## src/rtl/gg_code_loader_if.sv

```systemverilog
// Cheat-file download bus (ioctl byte stream plus hold) and the code-slot output bus.
// The slave modport belongs to the loader. The master modport belongs to the downloader/consumer side.
interface gg_code_loader_if;
  logic        cheat_dl;
  logic        ioctl_wr;
  logic [9:0]  ioctl_addr;
  logic [7:0]  ioctl_dout;
  logic        ioctl_wait;
  logic [37:0] code;
  logic [3:0]  code_count;
  logic        overflow;

  modport master (
    output cheat_dl, ioctl_wr, ioctl_addr, ioctl_dout,
    input  ioctl_wait, code, code_count, overflow
  );

  modport slave (
    input  cheat_dl, ioctl_wr, ioctl_addr, ioctl_dout,
    output ioctl_wait, code, code_count, overflow
  );
endinterface

```

## src/rtl/gg_code_loader.sv

```systemverilog
// Parses 8-byte cheat records into single-cycle code pulses. All slots are cleared first, in one pulse per slot.
// Each code is emitted one cycle after byte 7 of its record. ioctl_wait holds the sender during CLEAR and EMIT.
module gg_code_loader #(
  parameter int unsigned MAX_CODES = 9
) (
  input  logic              clk,
  input  logic              reset,
  gg_code_loader_if.slave   bus
);

  typedef enum logic [1:0] {IDLE, CLEAR, LOAD, EMIT} state_e;

  typedef struct packed {
    logic        enable;
    logic        cmp_en;
    logic [14:0] addr;
    logic [7:0]  compare;
    logic [7:0]  replace;
  } rec_t;

  localparam logic [3:0] LAST_SLOT = 4'(MAX_CODES - 1);

  state_e      state_q, state_d;
  logic        cheat_dl_q, cheat_dl_d;
  logic [3:0]  slot_q, slot_d;
  logic [3:0]  idx_q, idx_d;
  rec_t        rec_q, rec_d;
  logic [3:0]  count_q, count_d;
  logic        ovf_q, ovf_d;

  logic        dl_rise;
  logic [2:0]  wr_pos;
  logic [6:0]  wr_rec;
  logic        wr_in_range;
  logic [37:0] code_c;
  logic        wait_c;

  assign dl_rise     = bus.cheat_dl & ~cheat_dl_q;
  assign wr_pos      = bus.ioctl_addr[2:0];
  assign wr_rec      = bus.ioctl_addr[9:3];
  assign wr_in_range = ({25'd0, wr_rec} < MAX_CODES);

  always_comb begin
    state_d    = state_q;
    cheat_dl_d = bus.cheat_dl;
    slot_d     = slot_q;
    idx_d      = idx_q;
    rec_d      = rec_q;
    count_d    = count_q;
    ovf_d      = ovf_q;
    code_c     = '0;
    wait_c     = 1'b0;

    case (state_q)
      IDLE: begin
        rec_d = '0;
        if (dl_rise) begin
          state_d = CLEAR;
          slot_d  = 4'd0;
          count_d = 4'd0;
          ovf_d   = 1'b0;
        end
      end

      CLEAR: begin
        rec_d  = '0;
        wait_c = 1'b1;
        code_c = {1'b1, slot_q, 33'd0};
        slot_d = slot_q + 4'd1;
        if (slot_q == LAST_SLOT) begin
          state_d = bus.cheat_dl ? LOAD : IDLE;
        end
      end

      LOAD: begin
        // A download that ends mid-record drops the partial fields.
        if (!bus.cheat_dl) begin
          state_d = IDLE;
          rec_d   = '0;
        end else if (bus.ioctl_wr) begin
          if (!wr_in_range) begin
            ovf_d = 1'b1;
          end else begin
            case (wr_pos)
              3'd0: begin
                rec_d.enable = bus.ioctl_dout[0];
                rec_d.cmp_en = bus.ioctl_dout[1];
              end
              3'd1: rec_d.addr[14:8] = bus.ioctl_dout[6:0];
              3'd2: rec_d.addr[7:0]  = bus.ioctl_dout;
              3'd3: rec_d.compare    = bus.ioctl_dout;
              3'd4: rec_d.replace    = bus.ioctl_dout;
              3'd7: begin
                idx_d   = wr_rec[3:0];
                state_d = EMIT;
              end
              default: ;
            endcase
          end
        end
      end

      EMIT: begin
        wait_c  = 1'b1;
        code_c  = {1'b1, idx_q, rec_q};
        count_d = idx_q + 4'd1;
        rec_d   = '0;
        state_d = bus.cheat_dl ? LOAD : IDLE;
      end

      default: state_d = IDLE;
    endcase
  end

  always_ff @(posedge clk) begin
    if (reset) begin
      state_q    <= IDLE;
      cheat_dl_q <= 1'b0;
      slot_q     <= 4'd0;
      idx_q      <= 4'd0;
      rec_q      <= '0;
      count_q    <= 4'd0;
      ovf_q      <= 1'b0;
    end else begin
      state_q    <= state_d;
      cheat_dl_q <= cheat_dl_d;
      slot_q     <= slot_d;
      idx_q      <= idx_d;
      rec_q      <= rec_d;
      count_q    <= count_d;
      ovf_q      <= ovf_d;
    end
  end

  assign bus.code       = code_c;
  assign bus.ioctl_wait = wait_c;
  assign bus.code_count = count_q;
  assign bus.overflow   = ovf_q;

endmodule
```

## src/flat_wrapper.sv

```systemverilog
// flat-port wrapper written by rule: the top's interface ports become plain ports
module gg_code_loader_flat 
#(
  parameter int unsigned MAX_CODES = 9
)
  (clk, reset, bus_cheat_dl, bus_ioctl_wr, bus_ioctl_addr, bus_ioctl_dout, bus_ioctl_wait, bus_code, bus_code_count, bus_overflow);
  gg_code_loader_if bus_i ();
  input  logic clk;
  input  logic reset;
  input wire logic [$bits(bus_i.cheat_dl)-1:0] bus_cheat_dl;
  input wire logic [$bits(bus_i.ioctl_wr)-1:0] bus_ioctl_wr;
  input wire logic [$bits(bus_i.ioctl_addr)-1:0] bus_ioctl_addr;
  input wire logic [$bits(bus_i.ioctl_dout)-1:0] bus_ioctl_dout;
  output wire logic [$bits(bus_i.ioctl_wait)-1:0] bus_ioctl_wait;
  output wire logic [$bits(bus_i.code)-1:0] bus_code;
  output wire logic [$bits(bus_i.code_count)-1:0] bus_code_count;
  output wire logic [$bits(bus_i.overflow)-1:0] bus_overflow;
  assign bus_i.cheat_dl = bus_cheat_dl;
  assign bus_i.ioctl_wr = bus_ioctl_wr;
  assign bus_i.ioctl_addr = bus_ioctl_addr;
  assign bus_i.ioctl_dout = bus_ioctl_dout;
  assign bus_ioctl_wait = bus_i.ioctl_wait;
  assign bus_code = bus_i.code;
  assign bus_code_count = bus_i.code_count;
  assign bus_overflow = bus_i.overflow;
  gg_code_loader #(.MAX_CODES(MAX_CODES)) u_core (.clk(clk), .reset(reset), .bus(bus_i));
endmodule
```

## config.mk

```make
export PLATFORM = sky130hd
export DESIGN_NAME = gg_code_loader_flat
export DESIGN_NICKNAME = d
export VERILOG_FILES = /design/src/rtl/gg_code_loader_if.sv /design/src/rtl/gg_code_loader.sv /design/src/flat_wrapper.sv
export SDC_FILE = /design/constraint.sdc
export NUM_CORES = 1
export LEC_CHECK = 0
export CORE_MARGIN = 3
export CORE_UTILIZATION = 45
export DETAILED_ROUTE_END_ITERATION = 6
export GPL_TIMING_DRIVEN = 0
export HOLD_SLACK_MARGIN = 0.02
export PLACE_DENSITY = 0.76
export SYNTH_ARGS = -nofsm -noshare
export SYNTH_HDL_FRONTEND = slang
export SYNTH_SLANG_ARGS = --single-unit
```

## constraint.sdc

```tcl
create_clock -name clk -period 4.3 [get_ports clk]
set_clock_uncertainty 0.1 [all_clocks]
set_input_delay 0.86 -clock clk [delete_from_list [all_inputs] [get_ports clk]]
set_output_delay 0.86 -clock clk [all_outputs]
set_load 0.02 [all_outputs]
```

==> flow_summary.json, run 1 <==
{
  "cts.clk_slew.worst_paths_ns": 0.09,
  "grt_first_pass_wirelength_um": 9650,
  "netlist_instances": 246,
  "vdd_drop_max_uv": 204,
  "cp_common_cell": "sky130_fd_sc_hd__clkbuf_1",
  "design.die.area_um2": 5940,
  "critical_path.max_fanout": 10,
  "timing.critical_path.slowest_cell_delay_ns": 0.61,
  "synthesis.nets": 271,
  "cts_hold_buffers": 0,
  "synth-xor-area-share": 0.0154,
  "fp.dieW_um": 77.1,
  "grt_overflow": 0,
  "netlist-cell-type-count": 31,
  "stdcell_count": 386,
  "avgViaCountPerCell": 5.25,
  "drive_gt1_frac": 0.0502,
  "clkLatencyLatePin_ns": 0.30,
  "min_to": "u_core.bus.code_count[1]$_SDFFE_PP0P_",
  "total_leakage_power_nw": 1.45,
  "hold_violations": 0,
  "synthesis.area_um2": 2270,
  "flow.area_growth_from_synthesis_pct": 37.4,
  "setup-tns-final_ns": 0,
  "post_cts_resize_count": 0,
  "setup-violations-final": 0,
  "endpoint_kind": "output pin",
  "finalCriticalPeriod_ns": 3.36,
  "groute.usage.overall": 0.202,
  "initial_antenna_violation_count": 0,
  "route.final.wire_length_um": 5900,
  "synth.mux.area_fraction": 0.181,
  "syn_area_per_cell_um2": 9.24,
  "hold_depth": 2,
  "design.portCount": 66,
  "element_type_at_the_critical_path_start": "register",
  "starting_density_of_the_core": 0.472,
  "fin_crit_sh": 0.782,
  "postSynthRegisterBits": 49,
  "worst_pin_slew_ns": 0.519,
  "grt_start_max_net_pins": 15,
  "max_h_tree_level": 2,
  "relSlewSlack": 0.649,
  "min-delay-start": "u_core.bus.code_count[1]$_SDFFE_PP0P_",
  "unrepaired_setup_endpoints_after_global_routing": "no",
  "worst_hold_slack_ns": 0.371,
  "placement.setup.worst_slack_ns": 1.28,
  "rows": 25,
  "reg2reg_setup_slack_ns": 2.63,
  "slew_viol_final": 0,
  "synth_simple_gate_area_share": 0.284,
  "combinational_family_with_the_most_area_after_synthesis": "simple AND/OR/NAND/NOR gates",
  "run_status": "finished, final reports clean",
  "dp_cells": 378,
  "remaining_drc_errors": 0,
  "postCtsSetupRepairBufs": 0,
  "post-dp-hpwl_um": 4220,
  "antenna-diode-count": 0,
  "crit_path_cell_trace": "clkbuf_1 -> clkbuf_1 -> and3_1 -> clkdlybuf4s50_1",
  "drt.antenna.violating_nets": 0,
  "fillers": 443,
  "wl_per_cell_um": 15.3,
  "crit-reg2reg-capture": "u_core.rec_q[13]$_SDFFE_PP0P_",
  "finalNetCount": 343,
  "first_pass_iters": 4,
  "vias": 2025,
  "synth_fa_ha_area_frac": 0.0165,
  "die_y_um": 77.1,
  "critPathArrivalTime_ns": 2.40,
  "worst_hold_path_type": "register to register",
  "r2r_cells": 4,
  "core_area_um2": 4820,
  "yosys_warnings": 0,
  "clock_tree.root_cell": "sky130_fd_sc_hd__clkbuf_8",
  "crit_required_ns": 3.34,
  "cp_slowest_cell": "sky130_fd_sc_hd__clkdlybuf4s50_1",
  "vias_in_the_first_global_route": 1962,
  "clock.fmax_mhz": 297,
  "power_per_cell_area_nw_per_um2": 279,
  "maxCapViolations": 0,
  "final_worst_setup_slack_ns": 0.937,
  "critical_path.reg2reg.startpoint": "u_core.state_q[0]$_SDFFE_PP0P_",
  "place.port_buffers": 65,
  "synth_compound_area_frac": 0.0358,
  "finalWeightedCongestion": 0.848,
  "seq_area_frac_synth": 0.432,
  "worst-setup-path-type": "register to output pin",
  "dr.first_iter.drc_count": 75,
  "clock_tree_from_tritoncts": "yes",
  "cts-root-to-sink-buffers": 2,
  "cts-buffers-inserted": 5,
  "clock_sinks": 49
}
==> kinds of logic (layout without fill, tap and decap cells) <==
logic type                 Yosys count  count (layout)
and+or+nand+nor                    118             118
DFF                                 49              49
muxes                               41              41
buffers and inverters               20              93
AOI/OAI and AO/OA                   11              11
xor gates and xnor gates             4               4
adders and majority gates            3               3
==> synthesized netlist by cell type <==
cell	count	area [um2]
sky130_fd_sc_hd__nand4_2	3	37.5
sky130_fd_sc_hd__nor2_1	49	184
sky130_fd_sc_hd__nand4b_1	1	8.76
sky130_fd_sc_hd__mux2i_1	41	410
sky130_fd_sc_hd__nand2b_1	1	6.26
sky130_fd_sc_hd__a31oi_1	2	12.5
sky130_fd_sc_hd__buf_2	2	10.0
sky130_fd_sc_hd__clkbuf_1	14	52.6
sky130_fd_sc_hd__a22oi_1	1	7.51
sky130_fd_sc_hd__nor4b_1	1	8.76
sky130_fd_sc_hd__nor3_1	2	10.0
sky130_fd_sc_hd__o21a_1	2	15.0
sky130_fd_sc_hd__inv_1	3	11.3
sky130_fd_sc_hd__nand3_1	8	40.0
sky130_fd_sc_hd__nor3_4	1	16.3
sky130_fd_sc_hd__dfxtp_1	49	981
sky130_fd_sc_hd__nand4_4	1	21.3
sky130_fd_sc_hd__and2_1	1	6.26
sky130_fd_sc_hd__nand2_1	6	22.5
sky130_fd_sc_hd__xnor2_1	2	17.5
sky130_fd_sc_hd__nand3b_1	1	7.51
sky130_fd_sc_hd__ha_1	3	37.5
sky130_fd_sc_hd__buf_4	1	7.51
sky130_fd_sc_hd__a21oi_1	5	25.0
sky130_fd_sc_hd__nand4_1	2	12.5
sky130_fd_sc_hd__and3_1	34	213
sky130_fd_sc_hd__o31ai_4	1	21.3
sky130_fd_sc_hd__xor2_1	2	17.5
sky130_fd_sc_hd__or4b_1	1	10.0
sky130_fd_sc_hd__nor2b_1	5	31.3
sky130_fd_sc_hd__and4b_1	1	10.0
==> worst max path at each step <==
stage                                        start            to  cells past startpoint
global route        u_core.state_q[0]$_SDFFE_PP0P_   bus_code[2]                      4
floorplan           u_core.state_q[1]$_SDFFE_PP0P_  bus_code[33]                      4
detailed placement  u_core.state_q[0]$_SDFFE_PP0P_   bus_code[1]                      4
global placement    u_core.state_q[0]$_SDFFE_PP0P_  bus_code[25]                      4
CTS                 u_core.state_q[0]$_SDFFE_PP0P_   bus_code[2]                      4
finish              u_core.state_q[0]$_SDFFE_PP0P_  bus_code[25]                      4
==> state kept, by name, summed over array words and instances (netlist names) <==
signal and count:
u_core.cheat_dl_q 1, u_core.idx_q 4, u_core.slot_q 4, u_core.bus.code_count 4, u_core.bus.overflow 1, u_core.rec_q 33
u_core.state_q 2
==> cell type report <==
class	count	area (um2)	area share
multi-input combinational	177	1210	0.387
buffer	17	70.1	0.0224
tap	67	83.8	0.0268
sequential	49	981	0.314
timing repair buffer	65	651	0.208
clock inverter	1	30.0	0.00962
inverter	3	11.3	0.00361
clock buffer	7	86.3	0.0276
==> metal layers <==
layer | part of all wire | routed length, um | vias to the layer above | GRT usage
li1 | - | - | 998 | -
met2 | 0.48 | 2840 | 57 | 0.338
met5 | 0 | 0 | - | 0
met4 | 0.014 | 80 | 0 | 0.0676
met3 | 0.049 | 290 | 9 | 0.0423
met1 | 0.46 | 2680 | 961 | 0.260
==> power by group <==
| group | internal, mW | switching, mW | total [mW] |
|---|---|---|---|
| combinational | 0.0329 | 0.0397 | 0.0726 |
| clock | 0.190 | 0.151 | 0.340 |
| sequential | 0.456 | 0.00339 | 0.459 |
==> through the flow <==
stage           util  cell area, um2  power [mW]
2_1_floorplan      -            2270       0.501
3_3_place_gp   0.624            3010       0.541
5_1_grt        0.648            3120       0.899
6_report       0.648            3120       0.872
4_1_cts        0.648            3120       0.877
3_5_place_dp   0.624            3010       0.542
==> layout by cell type, fill, tap and decap left out, types with 5 or more instances in the layout <==
master                            instances
sky130_fd_sc_hd__nor2_1                  49
sky130_fd_sc_hd__clkbuf_8                 6
sky130_fd_sc_hd__and3_1                  34
sky130_fd_sc_hd__nand2_1                  6
sky130_fd_sc_hd__mux2i_1                 41
sky130_fd_sc_hd__clkbuf_1                15
sky130_fd_sc_hd__nor2b_1                  5
sky130_fd_sc_hd__dfxtp_1                 49
sky130_fd_sc_hd__nand3_1                  8
sky130_fd_sc_hd__clkdlybuf4s50_1         65
sky130_fd_sc_hd__a21oi_1                  5
==> worst max-delay path, delay by kind of cell, from the launching register on <==
family | cells | cell delay (ns)
buffers and inverters | 3 | 1.39
flip-flops | 1 | 0.47
AND/OR/NAND/NOR | 1 | 0.25
Power figures use the tool's default switching activity.
==> inputs of run 2 (changes only) <==
==> constraint.sdc (replaced) <==
create_clock -name clk -period 3.2 [get_ports clk]
set_clock_uncertainty 0.1 [all_clocks]
set_input_delay 0.64 -clock clk [delete_from_list [all_inputs] [get_ports clk]]
set_output_delay 0.64 -clock clk [all_outputs]
set_load 0.02 [all_outputs]
==> run 2 against run 1 <==
  * Combinational power rose by 35%
  * Core utilization about the same
  * Non-clock buffer count did not move
  * Final cell count is the same
  * Sequential share of layout area about the same
  * Sequential cell count stayed put
  * Die area is the same
  * Setup slack lost 0.75 ns
  * Register-to-register slack lost 1.1 ns
==> flow_summary.json, run 2 (synthesis results as in run 1) <==
{
  "run_status": "finished, final reports clean",
  "core_area_um2": 4820,
  "remaining_drc_errors": 0,
  "clock_sinks": 49,
  "slew_viol_final": 0,
  "final_common_cell": "sky130_fd_sc_hd__clkdlybuf4s50_1",
  "dr.first_iter.drc_count": 70,
  "design.die.area_um2": 5940,
  "clock.fmax_mhz": 332,
  "setup-violations-final": 0,
  "max_h_tree_level": 2,
  "finalNetCount": 343,
  "worst_hold_path_type": "register to register",
  "antenna-diode-count": 0,
  "met2_use_gr": 0.338,
  "flow.area_growth_from_synthesis_pct": 37.5,
  "final_cell_mix": "65 x sky130_fd_sc_hd__clkdlybuf4s50_1, 49 x sky130_fd_sc_hd__nor2_1, 49 x sky130_fd_sc_hd__dfxtp_1",
  "grt_util_met3": 0.0423,
  "grt_overflow": 0,
  "grt_start_max_net_pins": 15,
  "vias_in_the_first_global_route": 1962,
  "groute.usage.overall": 0.202,
  "die_y_um": 77.1,
  "total_leakage_power_nw": 1.45,
  "crit-reg2reg-capture": "u_core.rec_q[13]$_SDFFE_PP0P_",
  "max_ffs_per_register": 33,
  "place.port_buffers": 65,
  "clkLatencyLatePin_ns": 0.30,
  "cp_top_family": "buffers and inverters",
  "cp_num_cells": 4,
  "element_type_at_the_critical_path_start": "register",
  "r2r_cells": 4,
  "power_per_cell_area_nw_per_um2": 375,
  "wl_per_cell_um": 15.2,
  "largest_register": "u_core.rec_q",
  "crit_path_cell_trace": "clkbuf_2 -> clkbuf_1 -> and3_1 -> clkdlybuf4s50_1",
  "critical_path.max_fanout": 10,
  "fillers": 442,
  "drt.antenna.violating_nets": 0,
  "design.portCount": 66,
  "postCtsSetupRepairBufs": 0,
  "fp.dieW_um": 77.1,
  "grt.met1_usage": 0.260,
  "clock_tree.root_cell": "sky130_fd_sc_hd__clkbuf_8",
  "endpoint_kind": "output pin",
  "finalWeightedCongestion": 0.848,
  "final_worst_setup_slack_ns": 0.186,
  "fin_crit_sh": 0.942,
  "worst_pin_slew_ns": 0.535,
  "critical_path_buf_inv_count": 3,
  "hold_violations": 0,
  "rows": 25,
  "final_core_util": 0.649,
  "timing.critical_path.slowest_cell_delay_ns": 0.61,
  "worst-setup-path-type": "register to output pin",
  "cts-root-to-sink-buffers": 2,
  "total_power_after_layout_mw": 1.17,
  "unrepaired_setup_endpoints_after_global_routing": "no",
  "crit_required_ns": 2.46,
  "vdd_drop_max_uv": 275,
  "finalCriticalPeriod_ns": 3.01,
  "placement.setup.worst_slack_ns": 0.398,
  "maxCapViolations": 0,
  "hold_depth": 2,
  "critPathArrivalTime_ns": 2.27,
  "starting_density_of_the_core": 0.472,
  "setup-tns-final_ns": 0,
  "worst_setup_ep": "bus_code[26]",
  "reg2reg_setup_slack_ns": 1.52,
  "grt_first_pass_wirelength_um": 9650,
  "cp_slowest_cell": "sky130_fd_sc_hd__clkdlybuf4s50_1",
  "cts-buffers-inserted": 5,
  "clock_tree_from_tritoncts": "yes",
  "route.final.wire_length_um": 5860,
  "initial_antenna_violation_count": 0,
  "critical_path.reg2reg.startpoint": "u_core.state_q[0]$_SDFFE_PP0P_",
  "busiest_layer": "met2",
  "post-dp-hpwl_um": 4220,
  "first_pass_iters": 4,
  "cts.clk_slew.worst_paths_ns": 0.09,
  "critPathLaunch": "u_core.state_q[0]$_SDFFE_PP0P_",
  "drive_gt1_frac": 0.0533,
  "relSlewSlack": 0.643,
  "avgViaCountPerCell": 5.23,
  "vias": 2020
}
-- run 2: cell types whose count changed in the layout (fill, tap and decap cells not counted) --
cell,previous run,this run
sky130_fd_sc_hd__clkbuf_1,15,13
sky130_fd_sc_hd__buf_1,0,1
sky130_fd_sc_hd__clkbuf_2,0,1
-- run 2: timing repair --
action | 4_1_cts | 5_1_grt
hold buffers | 0 | 0
gates resized for setup | 0 | 3
setup endpoints to repair | 0 | 23
endpoints found under the hold margin | 0 | 0
-- run 2: worst min path at each step --
| stage | end | startpoint | slack [ns] |
|---|---|---|---|
| detailed placement | u_core.bus.code_count[1]$_SDFFE_PP0P_ | u_core.bus.code_count[1]$_SDFFE_PP0P_ | 0.36 |
| global placement | u_core.bus.code_count[1]$_SDFFE_PP0P_ | u_core.bus.code_count[1]$_SDFFE_PP0P_ | 0.36 |
| global route | u_core.bus.code_count[1]$_SDFFE_PP0P_ | u_core.bus.code_count[1]$_SDFFE_PP0P_ | 0.39 |
| finish | u_core.bus.code_count[1]$_SDFFE_PP0P_ | u_core.bus.code_count[1]$_SDFFE_PP0P_ | 0.37 |
| floorplan | u_core.rec_q[1]$_SDFFE_PP0P_ | u_core.rec_q[1]$_SDFFE_PP0P_ | 0.35 |
| CTS | u_core.bus.code_count[1]$_SDFFE_PP0P_ | u_core.bus.code_count[1]$_SDFFE_PP0P_ | 0.38 |
-- run 2: area by class of cell --
type / count / area (um2) / share of cell area
sequential: 49 / 981 / 0.314
inverter: 3 / 11.3 / 0.00360
multi-input combinational: 177 / 1210 / 0.387
clock buffer: 7 / 86.3 / 0.0276
timing repair buffer: 65 / 651 / 0.208
tap: 67 / 83.8 / 0.0268
clock inverter: 1 / 30.0 / 0.00961
buffer: 17 / 71.3 / 0.0228
-- run 2: routing by layer --
metal / wire length, um / vias to the layer above
li1: - / 995
met1: 2710 / 963
met2: 2780 / 53
met3: 292 / 9
met4: 81 / 0
met5: 0 / -
-- run 2: where the power goes --
| group | internal, mW | switching (mW) | total [mW] |
|---|---|---|---|
| Clock | 0.255 | 0.203 | 0.458 |
| Sequential | 0.612 | 0.00457 | 0.617 |
| Combinational | 0.0445 | 0.0533 | 0.0978 |
| Total | 0.912 | 0.261 | 1.17 |
-- run 2: per-stage QoR --
stage	cell area [um2]	std cells	hold WS (ns)
2_1_floorplan	2270	246	0.355
3_3_place_gp	3010	378	0.360
3_5_place_dp	3010	378	0.363
4_1_cts	3120	386	0.376
5_1_grt	3120	386	0.388
6_report	3120	386	0.372
-- run 2: tightest hold or removal path, cell delays in order (launching register included) --
cell	delay (ns)
sky130_fd_sc_hd__dfxtp_1	0.32
sky130_fd_sc_hd__nand3_1	0.06
sky130_fd_sc_hd__a21oi_1	0.06
